--- config.mk ---
export PLATFORM = sky130hd
export DESIGN_NAME = ifu_fetch
export DESIGN_NICKNAME = d
export VERILOG_FILES = /design/src/rtl/ifu_fetch_pkg.sv /design/src/rtl/ifu_pc_reg.sv /design/src/rtl/ifu_fetch.sv
export SDC_FILE = /design/constraint.sdc
export NUM_CORES = 1
export LEC_CHECK = 0
export BUFFER_PORTS_ARGS = -buffer_cell sky130_fd_sc_hd__buf_4
export CORE_ASPECT_RATIO = 2
export CORE_MARGIN = 10
export CORE_UTILIZATION = 45
export DETAILED_ROUTE_END_ITERATION = 10
export PLACE_DENSITY_LB_ADDON = 0.25
export SYNTH_ARGS = -nofsm -noshare
export SYNTH_HDL_FRONTEND = slang
export SYNTH_HIERARCHICAL = 1
export SYNTH_SLANG_ARGS = --single-unit
--- constraint.sdc ---
create_clock -name clk -period 4 [get_ports clk]
set_input_delay 0.4 -clock clk [delete_from_list [all_inputs] [get_ports clk]]
set_output_delay 0.4 -clock clk [all_outputs]
set_load 0.02 [all_outputs]
--- src/rtl/ifu_fetch_pkg.sv ---
// Shared types and constants for the instruction fetch unit.
package ifu_fetch_pkg;

  localparam int unsigned INST_W = 32;
  localparam int unsigned RESP_W = 2;

  localparam logic [RESP_W-1:0] RESP_OKAY        = 2'b00;
  localparam logic [31:0]       RESET_PC_DEFAULT = 32'h8000_0000;

  typedef enum logic [1:0] {
    S_REQ  = 2'd0,
    S_RESP = 2'd1,
    S_HOLD = 2'd2
  } fetch_state_e;

  // Instruction word held for decode together with its response status.
  typedef struct packed {
    logic [INST_W-1:0] inst;
    logic              err;
  } fetch_word_t;

endpackage

--- src/rtl/ifu_pc_reg.sv ---
// Fetch PC register: reset value, sequential +4 advance and redirect override.
module ifu_pc_reg
  import ifu_fetch_pkg::*;
#(
  parameter int unsigned          ADDR_W   = 32,
  parameter logic [ADDR_W-1:0]    RESET_PC = ADDR_W'(RESET_PC_DEFAULT)
) (
  input  logic              clk,
  input  logic              rst,
  input  logic              advance,
  input  logic              redirect_valid,
  input  logic [ADDR_W-1:0] redirect_pc,
  output logic [ADDR_W-1:0] fetch_pc,
  output logic [ADDR_W-1:0] fetch_pc_next_c
);

  localparam logic [ADDR_W-1:0] PC_STEP = ADDR_W'(4);

  // Redirect wins over advance; the add wraps naturally at the top of the space.
  always_comb begin
    fetch_pc_next_c = fetch_pc;
    if (redirect_valid) begin
      fetch_pc_next_c = redirect_pc;
    end else if (advance) begin
      fetch_pc_next_c = fetch_pc + PC_STEP;
    end
  end

  always_ff @(posedge clk or negedge rst) begin
    if (!rst) begin
      fetch_pc <= RESET_PC;
    end else begin
      fetch_pc <= fetch_pc_next_c;
    end
  end

endmodule

--- src/rtl/ifu_fetch.sv ---
// Instruction fetch unit: one read per instruction, holds the word until decode
// accepts it, and flushes in-flight or held fetches on redirect.
module ifu_fetch
  import ifu_fetch_pkg::*;
#(
  parameter int unsigned       ADDR_W   = 32,
  parameter logic [ADDR_W-1:0] RESET_PC = ADDR_W'(RESET_PC_DEFAULT)
) (
  input  logic              clk,
  input  logic              rst,
  output logic [ADDR_W-1:0] araddr,
  output logic              arvalid,
  input  logic              arready,
  input  logic [INST_W-1:0] rdata,
  input  logic [RESP_W-1:0] rresp,
  input  logic              rvalid,
  output logic              rready,
  output logic [INST_W-1:0] inst,
  output logic [ADDR_W-1:0] pc,
  output logic              inst_err,
  output logic              IFU_valid,
  input  logic              IDU_ready,
  input  logic              redirect_valid,
  input  logic [ADDR_W-1:0] redirect_pc
);

  fetch_state_e      state_q, state_d;
  logic              drop_q, drop_d;
  fetch_word_t       word_q;
  logic              capture_c;
  logic              advance_c;
  logic              req_load_c;
  logic [ADDR_W-1:0] fetch_pc;
  logic [ADDR_W-1:0] fetch_pc_next_c;
  logic [ADDR_W-1:0] req_pc_q;

  ifu_pc_reg #(
    .ADDR_W   (ADDR_W),
    .RESET_PC (RESET_PC)
  ) u_pc_reg (
    .clk             (clk),
    .rst             (rst),
    .advance         (advance_c),
    .redirect_valid  (redirect_valid),
    .redirect_pc     (redirect_pc),
    .fetch_pc        (fetch_pc),
    .fetch_pc_next_c (fetch_pc_next_c)
  );

  always_ff @(posedge clk or negedge rst) begin
    if (!rst) begin
      state_q <= S_REQ;
      drop_q  <= 1'b0;
    end else begin
      state_q <= state_d;
      drop_q  <= drop_d;
    end
  end

  always_ff @(posedge clk or negedge rst) begin
    if (!rst) begin
      word_q <= '0;
    end else if (capture_c) begin
      word_q <= '{inst: rdata, err: (rresp != RESP_OKAY)};
    end
  end

  // Address of the outstanding request; frozen while a stale request waits for arready.
  always_ff @(posedge clk or negedge rst) begin
    if (!rst) begin
      req_pc_q <= RESET_PC;
    end else if (req_load_c) begin
      req_pc_q <= fetch_pc_next_c;
    end
  end

  always_comb begin
    state_d   = state_q;
    drop_d    = drop_q;
    capture_c = 1'b0;
    advance_c = 1'b0;
    unique case (state_q)
      S_REQ: begin
        if (redirect_valid) drop_d = 1'b1;
        if (arready) state_d = S_RESP;
      end
      S_RESP: begin
        if (rvalid) begin
          if (drop_q || redirect_valid) begin
            drop_d  = 1'b0;
            state_d = S_REQ;
          end else begin
            capture_c = 1'b1;
            state_d   = S_HOLD;
          end
        end else if (redirect_valid) begin
          drop_d = 1'b1;
        end
      end
      S_HOLD: begin
        if (redirect_valid) begin
          state_d = S_REQ;
        end else if (IDU_ready) begin
          advance_c = 1'b1;
          state_d   = S_REQ;
        end
      end
      default: begin
        state_d = S_REQ;
        drop_d  = 1'b0;
      end
    endcase
    req_load_c = (state_q != S_REQ) && (state_d == S_REQ);
  end

  assign arvalid   = rst && (state_q == S_REQ);
  assign araddr    = req_pc_q;
  assign rready    = (state_q == S_RESP);
  assign IFU_valid = (state_q == S_HOLD) && !redirect_valid;
  assign inst      = word_q.inst;
  assign inst_err  = word_q.err;
  assign pc        = fetch_pc;

endmodule

Yosys cells after proc, flatten, opt, wreduce, memory -nomap -nowiden
Cells that the tools add are included.
- register bits after elaboration: 100
- bits in latches: 0
- RAM bits: 0
- memory bits (read-only): 0
- input port bits: 72
- word-level logic and storage cells: 39
- memories: 0
- add/subtract/negate cells: 1
- $mul: 0
- divide/modulo/power cells: 0
- magnitude comparators: 0
- eq/ne operators: 3
- shift-type cells: 0
- mux-type cells: 18
- bitwise logic cells: 1
- reductions and logical operators: 10
- operators by type and width (operator ; count):
    $mux 32 ; 2
    $add 32x3->32 const B ; 1
    $mux 2 ; 5
    $mux 1 ; 9
    $pmux 2 s3 ; 1
    $logic_not 2->1 ; 2
    $reduce_bool 2->1 ; 2
    $logic_and 1x1->1 ; 3
    $ne 3x2->1 const B ; 1
    $pmux 1 s3 ; 1
    $eq 2x1->1 const B ; 1
    $eq 2x2->1 const B ; 1
    $reduce_and 2->1 ; 1
    $logic_not 1->1 ; 1
    $logic_or 1x1->1 ; 1
    $not 1->1 ; 1

Longest topological paths before layout
Gate-level depths: netlist of run 1.
- depth in word-level cells: 6
- mapped depth: 8
- gate-level depth less buffers: 7

Cells and area by module
Netlist of run 1, hierarchy kept.
- modules (own cells, without submodules) (module ; times used ; cells each ; area each (um2)):
    ifu_fetch ; 1 ; 158 ; 2857.7
    ifu_pc_reg ; 1 ; 209 ; 1860.5

Worst setup path after synthesis of run 1
OpenSTA, ideal clock, no wires.
- path type: register -> register
- from: reg state_q[1]
- to: reg req_pc_q[22], in the netlist araddr[22]
- arrival time: 2.941 ns
- slack: 0.995 ns
- cell stages (with the launch flop): 9
- path buffers: 1
- clock period less this slack: 3.005 ns
- cell sequence: dfrtp_1 -> nor3b_1 -> and2_1 -> nand4_1 -> or3_1 -> clkbuf_1 -> or4_1 -> a31oi_1 -> mux2_4
- RTL lines (what ; line ; text):
    start: declaration ; ifu_fetch.sv:27 ; fetch_state_e state_q, state_d;
    start signal: assignment ; ifu_fetch.sv:55 ; state_q <= state_d;
    $eq 2x2->1 ; ifu_fetch.sv:82 ; unique case (state_q)
    $mux 1 ; ifu_fetch.sv:82 ;
    named net advance_c ; ifu_fetch.sv:31 ; logic advance_c;
    $mux 32 ; ifu_pc_reg.sv:24 ; end else if (advance) begin
    $mux 32 ; ifu_pc_reg.sv:22 ; if (redirect_valid) begin
    named net fetch_pc_next_c[22] ; ifu_fetch.sv:34 ; logic [ADDR_W-1:0] fetch_pc_next_c;
    end signal: assignment ; ifu_fetch.sv:73 ; req_pc_q <= fetch_pc_next_c;
    end: declaration ; ifu_fetch.sv:35 ; logic [ADDR_W-1:0] req_pc_q;
The timed path passes the listed nets, and every way through them passes these cells.
A chain may end at the register's enable or synchronous reset.

Worst setup path after layout of run 1
Same ends and word-level chain as after synthesis.

==> metrics.txt, run 1 <==
# TYPE chip_impl_metric gauge
chip_impl_metric{name="global_route.overflow_total",unit=""} 0
chip_impl_info{name="critical_path_class",value="reg -> reg"} 1
chip_impl_metric{name="port-buffer-count",unit=""} 171
chip_impl_metric{name="final_cell_area_excluding_filler_cells",unit="mm²"} 0.00640
chip_impl_metric{name="postSynthNetCount",unit=""} 440
chip_impl_metric{name="core_area",unit="mm²"} 0.0102
chip_impl_metric{name="power_per_cell_area",unit="mW/mm²"} 615
chip_impl_metric{name="wl_cell",unit="µm"} 19.3
chip_impl_metric{name="async_flop_share",unit="%"} 100
chip_impl_metric{name="yosys_register_bits",unit=""} 100
chip_impl_info{name="cp-start-kind",value="flip-flop"} 1
chip_impl_metric{name="cts_buffers",unit=""} 9
chip_impl_metric{name="seq_area_frac_synth",unit="%"} 53.1
chip_impl_metric{name="cells_after_synthesis",unit=""} 367
chip_impl_metric{name="drive_gt1_share",unit="%"} 50.6
chip_impl_metric{name="fillCellCount",unit=""} 834
chip_impl_metric{name="globalRouteTotalUtil",unit="%"} 16.8
chip_impl_metric{name="path_clk_slew",unit="ns"} 0.07
chip_impl_metric{name="routed-via-count",unit=""} 3563
chip_impl_metric{name="post_cts.resized_instances",unit=""} 0
chip_impl_metric{name="antenna_violations_before_repair",unit=""} 0
chip_impl_metric{name="clock_sink_count",unit=""} 100
chip_impl_metric{name="number_of_primary_i_o_pins",unit=""} 172
chip_impl_metric{name="cts_max_path_buffers",unit=""} 2
chip_impl_metric{name="timing_max_transition_violations_final",unit=""} 0
chip_impl_metric{name="starting_density",unit="%"} 46.2
chip_impl_metric{name="layout-area-overhead-vs-synth",unit="%"} 35.6
chip_impl_metric{name="placed_cell_area",unit="mm²"} 0.00610
chip_impl_metric{name="multi_input_comb_area",unit="mm²"} 0.00207
chip_impl_metric{name="critical_path_required",unit="ns"} 4.28
chip_impl_metric{name="chipHeight",unit="µm"} 165
chip_impl_info{name="status",value="complete, but fails checks"} 1
chip_impl_info{name="cts_tree",value="yes"} 1
chip_impl_metric{name="ys_types",unit=""} 42
chip_impl_metric{name="achievable-frequency",unit="MHz"} 330
chip_impl_metric{name="max-vdd-ir-drop",unit="µV"} 371
chip_impl_metric{name="finish.utilization",unit="%"} 62.7
chip_impl_metric{name="width_of_the_chip",unit="µm"} 92.4
chip_impl_metric{name="avgSynthCellArea",unit="µm²"} 12.9
chip_impl_info{name="synth.cells.most_frequent",value="98 x dfrtp_1, 58 x mux2_4, 30 x nand2_1"} 1
chip_impl_info{name="post-synth-top-count-cell",value="dfrtp_1"} 1
chip_impl_metric{name="min_period_over_period",unit="%"} 75.8
chip_impl_metric{name="worst_clock_skew",unit="ns"} 0.00792
chip_impl_metric{name="routed_wl",unit="µm"} 13000
chip_impl_metric{name="cts_setup_buffers",unit=""} 0
chip_impl_metric{name="drc",unit=""} 0
chip_impl_metric{name="postCtsHoldBufs",unit=""} 0
chip_impl_info{name="ctsRootBufferMaster",value="clkbuf_16"} 1
chip_impl_info{name="ys.flop_type",value="dfrtp_1"} 1
chip_impl_metric{name="synth.cell_area",unit="mm²"} 0.00472
chip_impl_metric{name="via_count_of_the_first_global_routing_pass",unit=""} 3945
chip_impl_metric{name="h_tree_levels",unit=""} 3
chip_impl_metric{name="finalCriticalPeriod",unit="ns"} 3.03
chip_impl_metric{name="finalWeightedCongestion",unit=""} 0.843
chip_impl_metric{name="timing.setup.tns",unit="ns"} 0
chip_impl_metric{name="worstPathArrival",unit="ns"} 3.31
chip_impl_info{name="post_synth_main_area_contributors",value="dfrtp_1 52%, mux2_4 18%, nand2_1 2.4%"} 1
chip_impl_info{name="timing.critical_path.to_type",value="flip-flop"} 1
chip_impl_info{name="violations_in_the_final_reports",value="hold timing"} 1
chip_impl_metric{name="drtPass1Iterations",unit=""} 5
chip_impl_metric{name="grt_start_max_net_pins",unit=""} 68
chip_impl_metric{name="fp-row-count",unit=""} 52
chip_impl_metric{name="nets",unit=""} 608
chip_impl_metric{name="drt-vias-per-instance",unit=""} 5.28
chip_impl_info{name="synth_area_leader_cell",value="dfrtp_1"} 1
chip_impl_metric{name="antennaDiodeCount",unit=""} 0
chip_impl_metric{name="max-cap-violations",unit=""} 0
chip_impl_metric{name="number_of_hold_slack_violations_in_the_final_timing_report",unit=""} 18
chip_impl_metric{name="setup_viol_count_final",unit=""} 0
chip_impl_metric{name="yosys_warnings",unit=""} 6
chip_impl_metric{name="clkLatencyLatePin",unit="ns"} 0.35
chip_impl_info{name="rsz_0062_raised_after_global_routing",value="no"} 1
chip_impl_metric{name="grt_pass1_wl",unit="µm"} 20100
chip_impl_metric{name="synth-edff-count",unit=""} 0
chip_impl_metric{name="drtIter0Drc",unit=""} 145
chip_impl_metric{name="final_worst_hold_slack",unit="ns"} -0.00479
chip_impl_metric{name="floorplan.die_area",unit="mm²"} 0.0152
chip_impl_metric{name="postRouteAntennaNets",unit=""} 0
chip_impl_metric{name="area.sequential",unit="mm²"} 0.00250
chip_impl_metric{name="hpwl",unit="µm"} 10000
chip_impl_info{name="hold_path_class",value="in -> async"} 1
chip_impl_metric{name="power.leakage",unit="nW"} 3.08
chip_impl_metric{name="top_cell_type_s_share_of_synthesized_area",unit="%"} 52.0
chip_impl_metric{name="slew_headroom",unit="%"} 43.0
chip_impl_metric{name="worst_slew_pin_slew",unit="ns"} 0.854
chip_impl_metric{name="worstPathMaxFanout",unit=""} 12
-- layout by cell type (no fill, tap or decap), types with 2 or more instances in the layout --
| cell | Yosys | layout |
|---|---|---|
| buf_4 | 0 | 174 |
| dfrtp_1 | 98 | 98 |
| mux2_4 | 58 | 58 |
| nand2_1 | 30 | 30 |
| nor2_1 | 17 | 17 |
| o21ai_0 | 15 | 15 |
| or4_1 | 15 | 15 |
| nand3_1 | 14 | 14 |
| a31oi_1 | 12 | 12 |
| o31ai_1 | 10 | 10 |
| clkbuf_16 | 0 | 9 |
| inv_1 | 8 | 8 |
| mux2_2 | 8 | 8 |
| xnor2_1 | 7 | 7 |
| nand4_1 | 6 | 6 |
| o211ai_1 | 5 | 5 |
| xor2_1 | 5 | 5 |
| mux2i_1 | 3 | 3 |
| o21a_1 | 3 | 3 |
| clkinvlp_4 | 0 | 3 |
| or3_1 | 3 | 3 |
| nor4_1 | 3 | 3 |
| or4_2 | 3 | 3 |
| nor3b_1 | 2 | 2 |
| and2_1 | 2 | 2 |
| dfstp_2 | 2 | 2 |
| nand3_2 | 2 | 2 |
| or4_4 | 2 | 2 |
| o41ai_1 | 2 | 2 |
| or2_2 | 2 | 2 |
-- layer usage --
layer | GRT usage (%) | part of all wire (%) | vias to the layer above
met5 | 0 | 0 | -
met1 | 16.4 | 35 | 1746
met3 | 7.09 | 8.8 | 17
li1 | - | - | 1676
met4 | 6.56 | 1.8 | 0
met2 | 30.2 | 54 | 124
-- metrics by stage --
stage               instances  hold slack [ns]  power (W)  worst slack, ns
global placement          659            0.365    0.00306             1.08
floorplan                 367            0.104    0.00238            0.995
detailed placement        659            0.379    0.00310             1.02
CTS                       675          0.00721    0.00399            0.994
finish                    675         -0.00479    0.00394            0.969
global route              675           0.0200    0.00413            0.834
-- flip-flops by register name, indices dropped and copies added (netlist names) --
name / cells
inst_err: 1
araddr: 32
drop_q: 1
u_pc_reg/fetch_pc: 32
state_q: 2
inst: 32
-- cells by family after synthesis --
kind of cell,share of synthesized area [%]
simple gates,13.5
flops,53.1
mux,21.0
compound gates,6.68
buf+inv,3.21
xor+xnor,2.23
fa+ha+maj,0.265
-- report_power, final --
| group | internal, W | leakage (nW) | switching, W |
|---|---|---|---|
| Combinational | 0.000802 | 1.76 | 0.000722 |
| Sequential | 0.00132 | 1.19 | 0.000216 |
| Clock | 0.000487 | 0.138 | 0.000392 |
| Total | 0.00261 | 3.08 | 0.00133 |
-- worst max-delay path, stage by stage, from the launching register on --
cell	delay, ns
dfrtp_1	0.53
nor3b_1	0.35
and2_1	0.32
nand4_1	0.12
buf_4	0.19
or3_1	0.54
or4_1	0.53
a31oi_1	0.22
mux2_4	0.17
-- worst paths after layout --
check,start,endpoint,slack [ns],cells after the start
worst max-delay path,state_q[1],araddr[22],0.97,8
worst min-delay path,rst,araddr[20],-0.005,1
worst max register to register,state_q[1],araddr[22],0.97,8
worst min register to register,araddr[0],araddr[0],0.51,1
max in group asynchronous,rst,u_pc_reg/fetch_pc[28],2.81,2
min in group clk,IDU_ready,state_q[1],0.27,2
-- final cells by class --
| class | instances | share of cell area, % |
|---|---|---|
| clock buffer | 9 | 3.52 |
| clock inverter | 7 | 1.17 |
| timing repair buffer | 175 | 20.7 |
| sequential | 100 | 39.1 |
| inverter | 8 | 0.469 |
| multi-input combinational | 241 | 32.3 |
| tap | 135 | 2.64 |
No activity file was read; power rests on OpenSTA's default activity.
==> run 2, diff against run 1 <==
--- a/config.mk
+++ b/config.mk
@@ -5,6 +5,7 @@
 export SDC_FILE = /design/constraint.sdc
 export NUM_CORES = 1
 export LEC_CHECK = 0
+export ABC_AREA = 1
 export BUFFER_PORTS_ARGS = -buffer_cell sky130_fd_sc_hd__buf_4
 export CORE_ASPECT_RATIO = 2
 export CORE_MARGIN = 10
==> constraint.sdc (replaced) <==
create_clock -name clk -period 2.9 [get_ports clk]
set_input_delay 0.29 -clock clk [delete_from_list [all_inputs] [get_ports clk]]
set_output_delay 0.29 -clock clk [all_outputs]
set_load 0.02 [all_outputs]
==> metrics.txt, run 2 <==
# TYPE chip_impl_metric gauge
chip_impl_info{name="final_common_cell",value="nand2_1"} 1
chip_impl_metric{name="antenna_violations_before_repair",unit=""} 0
chip_impl_metric{name="finalWeightedCongestion",unit=""} 0.918
chip_impl_metric{name="drtIter0Drc",unit=""} 252
chip_impl_metric{name="finalCriticalPeriod",unit="ns"} 2.12
chip_impl_metric{name="starting_density",unit="%"} 46.1
chip_impl_metric{name="synth-edff-count",unit=""} 0
chip_impl_metric{name="drt-vias-per-instance",unit=""} 5.18
chip_impl_metric{name="global_route.overflow_total",unit=""} 0
chip_impl_info{name="rsz_0062_raised_after_global_routing",value="no"} 1
chip_impl_metric{name="nets",unit=""} 835
chip_impl_metric{name="grt_start_max_net_pins",unit=""} 100
chip_impl_metric{name="wl_cell",unit="µm"} 17.3
chip_impl_metric{name="seq_area_frac_synth",unit="%"} 51.9
chip_impl_metric{name="globalRouteTotalUtil",unit="%"} 20.2
chip_impl_info{name="status",value="complete, no violations"} 1
chip_impl_info{name="layout.cells.most_common_list",value="198 x nand2_1, 177 x buf_4, 98 x dfrtp_1, 64 x inv_1"} 1
chip_impl_info{name="ys.flop_type",value="dfrtp_1"} 1
chip_impl_metric{name="cells_after_synthesis",unit=""} 597
chip_impl_metric{name="worstPathArrival",unit="ns"} 2.40
chip_impl_metric{name="cts_buffers",unit=""} 9
chip_impl_metric{name="core_area",unit="mm²"} 0.0105
chip_impl_metric{name="port-buffer-count",unit=""} 171
chip_impl_metric{name="max-cap-violations",unit=""} 0
chip_impl_metric{name="ys_types",unit=""} 33
chip_impl_metric{name="hpwl",unit="µm"} 12000
chip_impl_metric{name="postRouteAntennaNets",unit=""} 0
chip_impl_metric{name="worst_clock_skew",unit="ns"} 0.00750
chip_impl_metric{name="routed-via-count",unit=""} 4684
chip_impl_metric{name="power.leakage",unit="nW"} 3.51
chip_impl_metric{name="synth.cell_area",unit="mm²"} 0.00483
chip_impl_metric{name="width_of_the_chip",unit="µm"} 93.2
chip_impl_metric{name="chipHeight",unit="µm"} 166
chip_impl_info{name="post_synth_main_area_contributors",value="dfrtp_1 51%, nand2_1 15%, inv_1 5.0%"} 1
chip_impl_info{name="post-synth-top-count-cell",value="nand2_1"} 1
chip_impl_metric{name="layout_setup_ws",unit="ns"} 0.783
chip_impl_info{name="synth_area_leader_cell",value="dfrtp_1"} 1
chip_impl_info{name="critical_path_class",value="reg -> reg"} 1
chip_impl_metric{name="number_of_hold_slack_violations_in_the_final_timing_report",unit=""} 0
chip_impl_metric{name="layout-area-overhead-vs-synth",unit="%"} 35.7
chip_impl_metric{name="setup_viol_count_final",unit=""} 0
chip_impl_metric{name="achievable-frequency",unit="MHz"} 472
chip_impl_metric{name="number_of_primary_i_o_pins",unit=""} 172
chip_impl_metric{name="floorplan.die_area",unit="mm²"} 0.0155
chip_impl_metric{name="routed_wl",unit="µm"} 15600
chip_impl_metric{name="drc",unit=""} 0
chip_impl_info{name="synth.cells.most_frequent",value="198 x nand2_1, 98 x dfrtp_1, 64 x inv_1"} 1
chip_impl_metric{name="fillCellCount",unit=""} 980
chip_impl_metric{name="grt_pass1_wl",unit="µm"} 24800
chip_impl_metric{name="dp_slack",unit="ns"} 0.829
chip_impl_metric{name="h_tree_levels",unit=""} 3
chip_impl_info{name="ctsRootBufferMaster",value="clkbuf_16"} 1
chip_impl_metric{name="clkLatencyLatePin",unit="ns"} 0.35
chip_impl_metric{name="worst_slew_pin_slew",unit="ns"} 0.783
chip_impl_metric{name="min_period_over_period",unit="%"} 73.0
chip_impl_metric{name="clock_sink_count",unit=""} 100
chip_impl_info{name="cts_tree",value="yes"} 1
chip_impl_metric{name="avgSynthCellArea",unit="µm²"} 8.09
chip_impl_info{name="hold_path_class",value="in -> reg"} 1
chip_impl_metric{name="fp-row-count",unit=""} 53
chip_impl_metric{name="yosys_register_bits",unit=""} 100
chip_impl_info{name="timing.critical_path.to_type",value="flip-flop"} 1
chip_impl_metric{name="via_count_of_the_first_global_routing_pass",unit=""} 4993
chip_impl_metric{name="worstPathMaxFanout",unit=""} 7
chip_impl_metric{name="drtPass1Iterations",unit=""} 6
chip_impl_info{name="cp-start-kind",value="flip-flop"} 1
chip_impl_metric{name="async_flop_share",unit="%"} 100
chip_impl_metric{name="timing.setup.tns",unit="ns"} 0
chip_impl_metric{name="path_clk_slew",unit="ns"} 0.07
chip_impl_metric{name="antennaDiodeCount",unit=""} 0
chip_impl_metric{name="timing_max_transition_violations_final",unit=""} 0
chip_impl_metric{name="critical_path_required",unit="ns"} 3.19
chip_impl_metric{name="cts_max_path_buffers",unit=""} 2
chip_impl_metric{name="postSynthNetCount",unit=""} 670
chip_impl_metric{name="yosys_warnings",unit=""} 6
chip_impl_metric{name="slew_headroom",unit="%"} 47.7
chip_impl_metric{name="top_cell_type_s_share_of_synthesized_area",unit="%"} 50.8
chip_impl_metric{name="power_per_cell_area",unit="mW/mm²"} 909
chip_impl_metric{name="max-vdd-ir-drop",unit="µV"} 552
chip_impl_metric{name="drive_gt1_share",unit="%"} 29.5
[run 2: changes by cell type in the layout (fill, tap and decap cells not counted), moves of 21 or more]
cell,before,now
nand2_1,30,198
mux2_4,58,0
nand3_1,14,38
nand4_1,6,38
inv_1,8,64
nor2_1,17,38
[run 2: final timing paths]
path / start / end / slack [ns] / cells after the start
min reg2reg: araddr[31] / araddr[31] / 0.47 / 2
max reg2reg: state_q[1] / araddr[31] / 0.78 / 15
max: state_q[1] / araddr[31] / 0.78 / 15
min: redirect_pc[28] / u_pc_reg/fetch_pc[28] / 0.17 / 3
min in group asynchronous: rst / inst[13] / 0.43 / 2
max in group asynchronous: rst / inst[30] / 1.58 / 3
[run 2: kinds of logic after synthesis]
group / synth area share [%]
buffers and inverters: 7.88
AO/OA/AOI/OAI: 5.83
AND/OR/NAND/NOR: 32.5
adder cells (fa/ha/maj): 0.259
XOR/XNOR: 1.63
flip-flops: 51.9
[run 2: cell type report]
cell class	instances	area [µm²]	share of cell area (%)
tap	137	171	2.62
clock inverter	6	93.8	1.43
inverter	67	251	3.84
multi-input combinational	405	1940	29.6
sequential	100	2500	38.2
clock buffer	10	229	3.50
timing repair buffer	179	1360	20.7
[run 2: worst max-delay path, stage by stage, from the launching register on]
cell and delay [ns]:
dfrtp_1 0.39, inv_2 0.08, nor2_2 0.12, inv_1 0.07, nor3_1 0.14, buf_4 0.19, inv_1 0.08, nor2_1 0.15
inv_1 0.07, nor2_2 0.25, nand3_1 0.11, nand2_1 0.08, nand3_1 0.06, nand2_1 0.10, nand4_1 0.09, nand2_1 0.10
[run 2: stage by stage]
step | instances | power, W | hold WS, ns | utilization [%] | instance area [µm²]
final | 904 | 0.00596 | 0.169 | 62.5 | 6550
after global routing | 904 | 0.00631 | 0.177 | 62.5 | 6550
after CTS | 904 | 0.00604 | 0.157 | 62.5 | 6550
after detailed placement | 887 | 0.00472 | 0.269 | 59.4 | 6220
after global placement | 887 | 0.00465 | 0.259 | 59.4 | 6220
after floorplan | 597 | 0.00348 | -0.00559 | - | 4830
[run 2: layer usage]
metal | GRT usage (%) | vias up | share of wire [%]
met1 | 20.1 | 2179 | 34
met4 | 11.4 | 0 | 4.7
met3 | 7.34 | 49 | 8.6
li1 | - | 2230 | -
met5 | 0 | - | 0
met2 | 34.7 | 226 | 52
[run 2: where the power goes]
part / total, W / switching, W / internal (W)
clock network: 0.00130 / 0.000538 / 0.000764
registers: 0.00227 / 0.000365 / 0.00191
logic: 0.00238 / 0.00142 / 0.000966
total: 0.00596 / 0.00232 / 0.00364
[run 2: repair_timing]
item                       4_1_cts  5_1_grt
hold buffers                     1        0
hold endpoints to repair        29        0
resized for setup                0        0
setup endpoints to repair        0        0
buffers inserted                 0        0
